File: src/rtl/ex_mem_pkg.sv
// Shared encodings, width defaults and beat layout for the EX/MEM pipeline slice.
package ex_mem_pkg;

    localparam int DATA_W_DEF = 16;
    localparam int REG_AW_DEF = 3;

    typedef enum logic [1:0] {
        BR_NONE = 2'b00,
        BR_BEQ  = 2'b01,
        BR_BNE  = 2'b10,
        BR_RSVD = 2'b11
    } br_type_e;

    // Beat layout at the default widths; the stage packs fields in this order.
    typedef struct packed {
        logic [DATA_W_DEF-1:0] result;
        logic [DATA_W_DEF-1:0] store_data;
        logic [REG_AW_DEF-1:0] rd_addr;
        logic                  mem_read;
        logic                  mem_write;
        logic                  reg_write;
    } beat_t;

    function automatic int beat_width(input int dw, input int aw);
        return (2 * dw) + aw + 3;
    endfunction

    function automatic logic branch_taken(input logic [1:0] br_type, input logic zero);
        logic taken;
        case (br_type_e'(br_type))
            BR_BEQ:  taken = zero;
            BR_BNE:  taken = ~zero;
            default: taken = 1'b0;
        endcase
        return taken;
    endfunction

endpackage

File: src/rtl/ex_mem_skid.sv
// Generic two-entry skid buffer: main entry drives the outputs, skid entry
// absorbs the one beat accepted while main is blocked.
module ex_mem_skid #(
    parameter int WIDTH = 8
) (
    input  logic             clk,
    input  logic             rst_n,
    input  logic             in_valid,
    input  logic [WIDTH-1:0] in_data,
    output logic             in_ready,
    output logic             out_valid,
    output logic [WIDTH-1:0] out_data,
    input  logic             out_ready
);

    logic             main_valid_r;
    logic             skid_valid_r;
    logic             in_ready_r;
    logic [WIDTH-1:0] main_data_r;
    logic [WIDTH-1:0] skid_data_r;

    logic             main_valid_s;
    logic             skid_valid_s;
    logic [WIDTH-1:0] main_data_s;
    logic [WIDTH-1:0] skid_data_s;
    logic             accept_s;
    logic             main_free_s;

    // Next-state for both entries; skid always refills main first to keep order.
    always_comb begin
        accept_s     = in_valid & in_ready_r;
        main_free_s  = ~main_valid_r | out_ready;
        main_valid_s = main_valid_r;
        main_data_s  = main_data_r;
        skid_valid_s = skid_valid_r;
        skid_data_s  = skid_data_r;
        if (main_free_s) begin
            if (skid_valid_r) begin
                main_valid_s = 1'b1;
                main_data_s  = skid_data_r;
                skid_valid_s = 1'b0;
            end else if (accept_s) begin
                main_valid_s = 1'b1;
                main_data_s  = in_data;
            end else begin
                main_valid_s = 1'b0;
            end
        end else begin
            if (accept_s) begin
                skid_valid_s = 1'b1;
                skid_data_s  = in_data;
            end else begin
                skid_valid_s = skid_valid_r;
            end
        end
    end

    // Entry registers; in_ready is registered from the next skid occupancy.
    always_ff @(posedge clk or negedge rst_n) begin
        if (!rst_n) begin
            main_valid_r <= 1'b0;
            skid_valid_r <= 1'b0;
            in_ready_r   <= 1'b1;
            main_data_r  <= '0;
            skid_data_r  <= '0;
        end else begin
            main_valid_r <= main_valid_s;
            skid_valid_r <= skid_valid_s;
            in_ready_r   <= ~skid_valid_s;
            main_data_r  <= main_data_s;
            skid_data_r  <= skid_data_s;
        end
    end

    assign in_ready  = in_ready_r;
    assign out_valid = main_valid_r;
    assign out_data  = main_data_r;

endmodule

File: src/rtl/ex_mem_stage.sv
// EX/MEM pipeline register with branch redirect, stall counter and optional
// forwarding tap (enabled by defining EX_MEM_FWD_EN).
module ex_mem_stage
    import ex_mem_pkg::*;
#(
    parameter int DATA_W = DATA_W_DEF,
    parameter int REG_AW = REG_AW_DEF
) (
    input  logic              clk,
    input  logic              rst_n,
    input  logic              in_valid,
    output logic              in_ready,
    input  logic [DATA_W-1:0] alu_result,
    input  logic              alu_zero,
    input  logic [DATA_W-1:0] store_data,
    input  logic [REG_AW-1:0] rd_addr,
    input  logic              mem_read,
    input  logic              mem_write,
    input  logic              reg_write,
    input  logic [1:0]        br_type,
    input  logic [DATA_W-1:0] br_target,
    output logic              out_valid,
    input  logic              out_ready,
    output logic [DATA_W-1:0] out_result,
    output logic [DATA_W-1:0] out_store_data,
    output logic [REG_AW-1:0] out_rd_addr,
    output logic              out_mem_read,
    output logic              out_mem_write,
    output logic              out_reg_write,
    output logic              redirect_valid,
    output logic [DATA_W-1:0] redirect_pc,
    output logic [15:0]       stall_cnt,
    output logic              fwd_valid,
    output logic [REG_AW-1:0] fwd_addr,
    output logic [DATA_W-1:0] fwd_data
);

    localparam int BEAT_W = beat_width(DATA_W, REG_AW);

    logic [BEAT_W-1:0] in_beat_s;
    logic [BEAT_W-1:0] out_beat_s;
    logic              accept_s;
    logic              taken_s;
    logic              stall_s;
    logic              redirect_valid_r;
    logic [DATA_W-1:0] redirect_pc_r;
    logic [15:0]       stall_cnt_r;

    // Branches travel as ordinary beats; control bits are not altered.
    assign in_beat_s = {alu_result, store_data, rd_addr, mem_read, mem_write, reg_write};

    ex_mem_skid #(
        .WIDTH(BEAT_W)
    ) u_skid (
        .clk      (clk),
        .rst_n    (rst_n),
        .in_valid (in_valid),
        .in_data  (in_beat_s),
        .in_ready (in_ready),
        .out_valid(out_valid),
        .out_data (out_beat_s),
        .out_ready(out_ready)
    );

    assign {out_result, out_store_data, out_rd_addr,
            out_mem_read, out_mem_write, out_reg_write} = out_beat_s;

    assign accept_s = in_valid & in_ready;
    assign taken_s  = branch_taken(br_type, alu_zero);
    assign stall_s  = out_valid & ~out_ready;

    // Redirect pulses one cycle after a taken branch is accepted, regardless of MEM.
    always_ff @(posedge clk or negedge rst_n) begin
        if (!rst_n) begin
            redirect_valid_r <= 1'b0;
            redirect_pc_r    <= '0;
        end else begin
            redirect_valid_r <= accept_s & taken_s;
            if (accept_s && taken_s) begin
                redirect_pc_r <= br_target;
            end
        end
    end

    // Saturating count of cycles MEM holds off a valid beat.
    always_ff @(posedge clk or negedge rst_n) begin
        if (!rst_n) begin
            stall_cnt_r <= 16'h0000;
        end else if (stall_s && (stall_cnt_r != 16'hFFFF)) begin
            stall_cnt_r <= stall_cnt_r + 16'h0001;
        end
    end

    assign redirect_valid = redirect_valid_r;
    assign redirect_pc    = redirect_pc_r;
    assign stall_cnt      = stall_cnt_r;

`ifdef EX_MEM_FWD_EN
    // Loads are excluded: their data is not known until MEM completes.
    assign fwd_valid = out_valid & out_reg_write & ~out_mem_read;
    assign fwd_addr  = out_rd_addr;
    assign fwd_data  = out_result;
`else
    assign fwd_valid = 1'b0;
    assign fwd_addr  = '0;
    assign fwd_data  = '0;
`endif

endmodule

File: config.mk
export PLATFORM = sky130hd
export DESIGN_NAME = ex_mem_stage
export DESIGN_NICKNAME = d
export VERILOG_FILES = /design/src/rtl/ex_mem_pkg.sv /design/src/rtl/ex_mem_skid.sv /design/src/rtl/ex_mem_stage.sv
export SDC_FILE = /design/constraint.sdc
export NUM_CORES = 1
export LEC_CHECK = 0
export CORE_MARGIN = 2
export CORE_UTILIZATION = 53
export CTS_BUF_LIST = sky130_fd_sc_hd__clkbuf_8
export DETAILED_ROUTE_END_ITERATION = 10
export PLACE_DENSITY = 0.91
export SYNTH_ARGS = -nofsm -noshare
export SYNTH_HDL_FRONTEND = slang
export SYNTH_HIERARCHICAL = 1
export SYNTH_SLANG_ARGS = --single-unit
File: constraint.sdc
create_clock -name clk -period 3 [get_ports clk]
set_clock_uncertainty 0.15 [all_clocks]
set_input_delay 0.75 -clock clk [delete_from_list [all_inputs] [get_ports clk]]
set_output_delay 0.75 -clock clk [all_outputs]
set_load 0.05 [all_outputs]
==> impl_metrics.csv <==
group,metric,value,unit
layout,area_growth,30.2,%
logic_synthesis,synthCells,345,
clock_network,htree_levels,3,
layout,nets,544,
logic_synthesis,synth.top_cell.area_share,52.7,%
floorplanning,die_w,104,um
worst_setup_path,crit_path_max_fanout,4,
timing,final_max_slew_viol_count,0,
detailed_routing,wl_met1,4.68,mm
detailed_routing,drt-total-wl,10.4,mm
layout,stdcell_count,620,
floorplanning,io_pins,154,
placed_design,place.port_buffers,133,
timing,hold_ws,161,ps
clock_network,cts_tree,"built",
worst_setup_path,slowest_stage,"clkdlybuf4s50_1",
clock_network,cts.path.max_buffers,2,
timing,final.setup.worst_slack,334,ps
placed_design,gp_congestion,0.849,
layout,stdcell_area,6870,um2
floorplanning,dieArea,10800,um2
grt,first_global_vias,3362,
detailed_routing,antenna_left,0,
logic_synthesis,synth_cell_types,39,
timing,rsz0062_at_grt,"false",
clock_network,cts_hold_buf,0,
logic_synthesis,yosysTopAreaCell,"dfrtp_1",
timing,finalSetupTns,0,ps
clock_network,clk_root_buffer_cell,"clkbuf_8",
worst_setup_path,critPathCaptureType,"output pin",
floorplanning,die_h,104,um
timing,period_share,88.9,%
detailed_routing,viasPerCell,5.12,
detailed_routing,avgRoutedWirePerCell,16.7,um
logic_synthesis,syn_area,5280,um2
clock_network,cts_setup_buffers,0,
detailed_routing,wl_met2,5.01,mm
worst_setup_path,reg2regPathDepth,5,
layout,layout.cells.most_common,"clkdlybuf4s50_1",
timing,final-setup-viol-count,0,
worst_setup_path,cp_slowest_stage_delay,830,ps
detailed_routing,met3_length,558,um
clock_network,cts.clk_slew.worst_paths,110,ps
logic_synthesis,synth.avg_cell_area,15.3,um2
timing,slew_headroom,58.6,%
layout,utilization,70.6,%
timing,fmax,0.375,GHz
layout,antenna_cells,0,
run_status,status,"complete, no violations",
grt,antenna_found_initial,0,
logic_synthesis,synth-main-ff-cell,"dfrtp_1",
worst_setup_path,reg2reg_setup_slack,910,ps
power_and_ir_drop,p_leak,3.06,nW
floorplanning,row_count,36,
placed_design,place_ws,443,ps
logic_synthesis,synthTopCellsByArea,"dfrtp_1, mux2_4, mux2_2",
clock_network,worstSkewPairLatency,360,ps
worst_setup_path,crit_start,"u_skid/in_ready$_DFF_PN1_",
timing,period_needed,2670,ps
placed_design,place_area,6660,um2
detailed_routing,drt_pass1_iterations,4,
placed_design,dpl.cell_count,604,
power_and_ir_drop,finalPower,5.64,mW
worst_setup_path,crit_arrival,1770,ps
power_and_ir_drop,powerDensity,822,nW/um2
grt,grt_remaining_overflow,0,
detailed_routing,drc,0,
clock_network,cts_buffers,9,
worst_setup_path,crit_chain,"clkdlybuf4s50_1",
min_path,holdCritPathClass,"input port to asynchronous set/reset pin",
job,drv_cap,0,
power_and_ir_drop,ir_drop,0.642,mV
layout,mostFrequentLayoutCells,"clkdlybuf4s50_1, dfrtp_1, mux2_2",
grt,grt_pass1_wl,17.3,mm
worst_setup_path,cp.depth,1,
grt,grt_max_degree,46,
worst_setup_path,startpoint_type,"flip-flop",
detailed_routing,highest_layer,"met4",
floorplanning,core,9730,um2
timing,worst-slew-pin-transition,621,ps
worst_setup_path,cp_top_family,"buffers and inverters",
detailed_routing,num_vias,3175,
logic_synthesis,async_flop_share,100,%
clock_network,cts-resized-gates,0,
logic_synthesis,synth_edf_count,0,
worst_setup_path,cp_num_buf_inv,1,
worst_setup_path,crit_type,"flip-flop to output pin",
logic_synthesis,ys_warn_count,6,
logic_synthesis,synth-seq-cells,112,
clock_network,cts.sinks,112,
worst_setup_path,r2r_start,"stall_cnt[1]$_DFFE_PN0P_",
timing,final_hold_viol_count,0,
floorplanning,start_util,54.2,%
logic_synthesis,ys_seq_area_share,53.2,%
layout,drive_gt1_share,35.1,%
detailed_routing,drt_iter0_markers,65,
grt,track_usage,19.8,%
placed_design,hpwl,7.38,mm
worst_setup_path,required,2100,ps
-- state kept, by name (all words and copies together) (netlist names) --
register / cells
redirect_pc: 16
redirect_valid: 1
stall_cnt: 16
u_skid/in_ready: 1
u_skid/out_data: 38
u_skid/out_valid: 1
u_skid/skid_data_r: 38
u_skid/skid_valid_r: 1
-- final timing paths --
| check | to |
|---|---|
| setup / recovery | in_ready |
| hold / removal | u_skid/skid_data_r[26]$_DFFE_PN0P_ |
| max in group asynchronous | u_skid/out_data[0]$_DFFE_PN0P_ |
| min in group clk | u_skid/out_valid$_DFFE_PN0P_ |
| hold reg to reg | u_skid/out_valid$_DFFE_PN0P_ |
| setup reg to reg | stall_cnt[1]$_DFFE_PN0P_ |
-- kinds of logic after synthesis --
logic type	after synthesis	share of synthesized area (%)
other cells	1	0.0711
buf+inv	35	5.22
simple gates	46	5.88
compound gates	5	0.807
flops	112	53.2
xor+xnor	14	2.32
mux	131	32.3
fa+ha+maj	1	0.237
-- layer usage --
layer / vias up / GRT usage (%)
met4: 0 / 4.83
met3: 12 / 5.35
met1: 1611 / 26.5
met5: - / 0
li1: 1454 / -
met2: 98 / 32.3
-- area by class of cell --
type / instances / area (um2)
clock inverters: 6 / 66.3
clock buffers: 10 / 138
flip-flops and latches: 112 / 2810
inverters: 1 / 3.75
fillers: 681 / 2860
repair buffers: 141 / 1410
multi-input cells: 217 / 2270
well taps: 133 / 166
-- cells in the mapped netlist, drive strengths merged, types with 3 or more instances --
| cell | instances |
|---|---|
| nand2b | 3 |
| nor2 | 6 |
| xor2 | 12 |
| buf | 34 |
| dfrtp | 111 |
| nand3 | 6 |
| mux2 | 131 |
| nor3 | 3 |
| nand2 | 8 |
| nand4 | 5 |
| nor4 | 5 |
-- report_power, final --
| group | total, mW | switching [mW] | leakage, nW | internal (mW) |
|---|---|---|---|---|
| registers | 2.21 | 0.283 | 1.34 | 1.93 |
| logic | 2.51 | 1.44 | 1.62 | 1.07 |
| clock network | 0.918 | 0.505 | 0.101 | 0.413 |
| total | 5.64 | 2.23 | 3.06 | 3.41 |
Note: power is estimated with default switching activity, not from simulation.
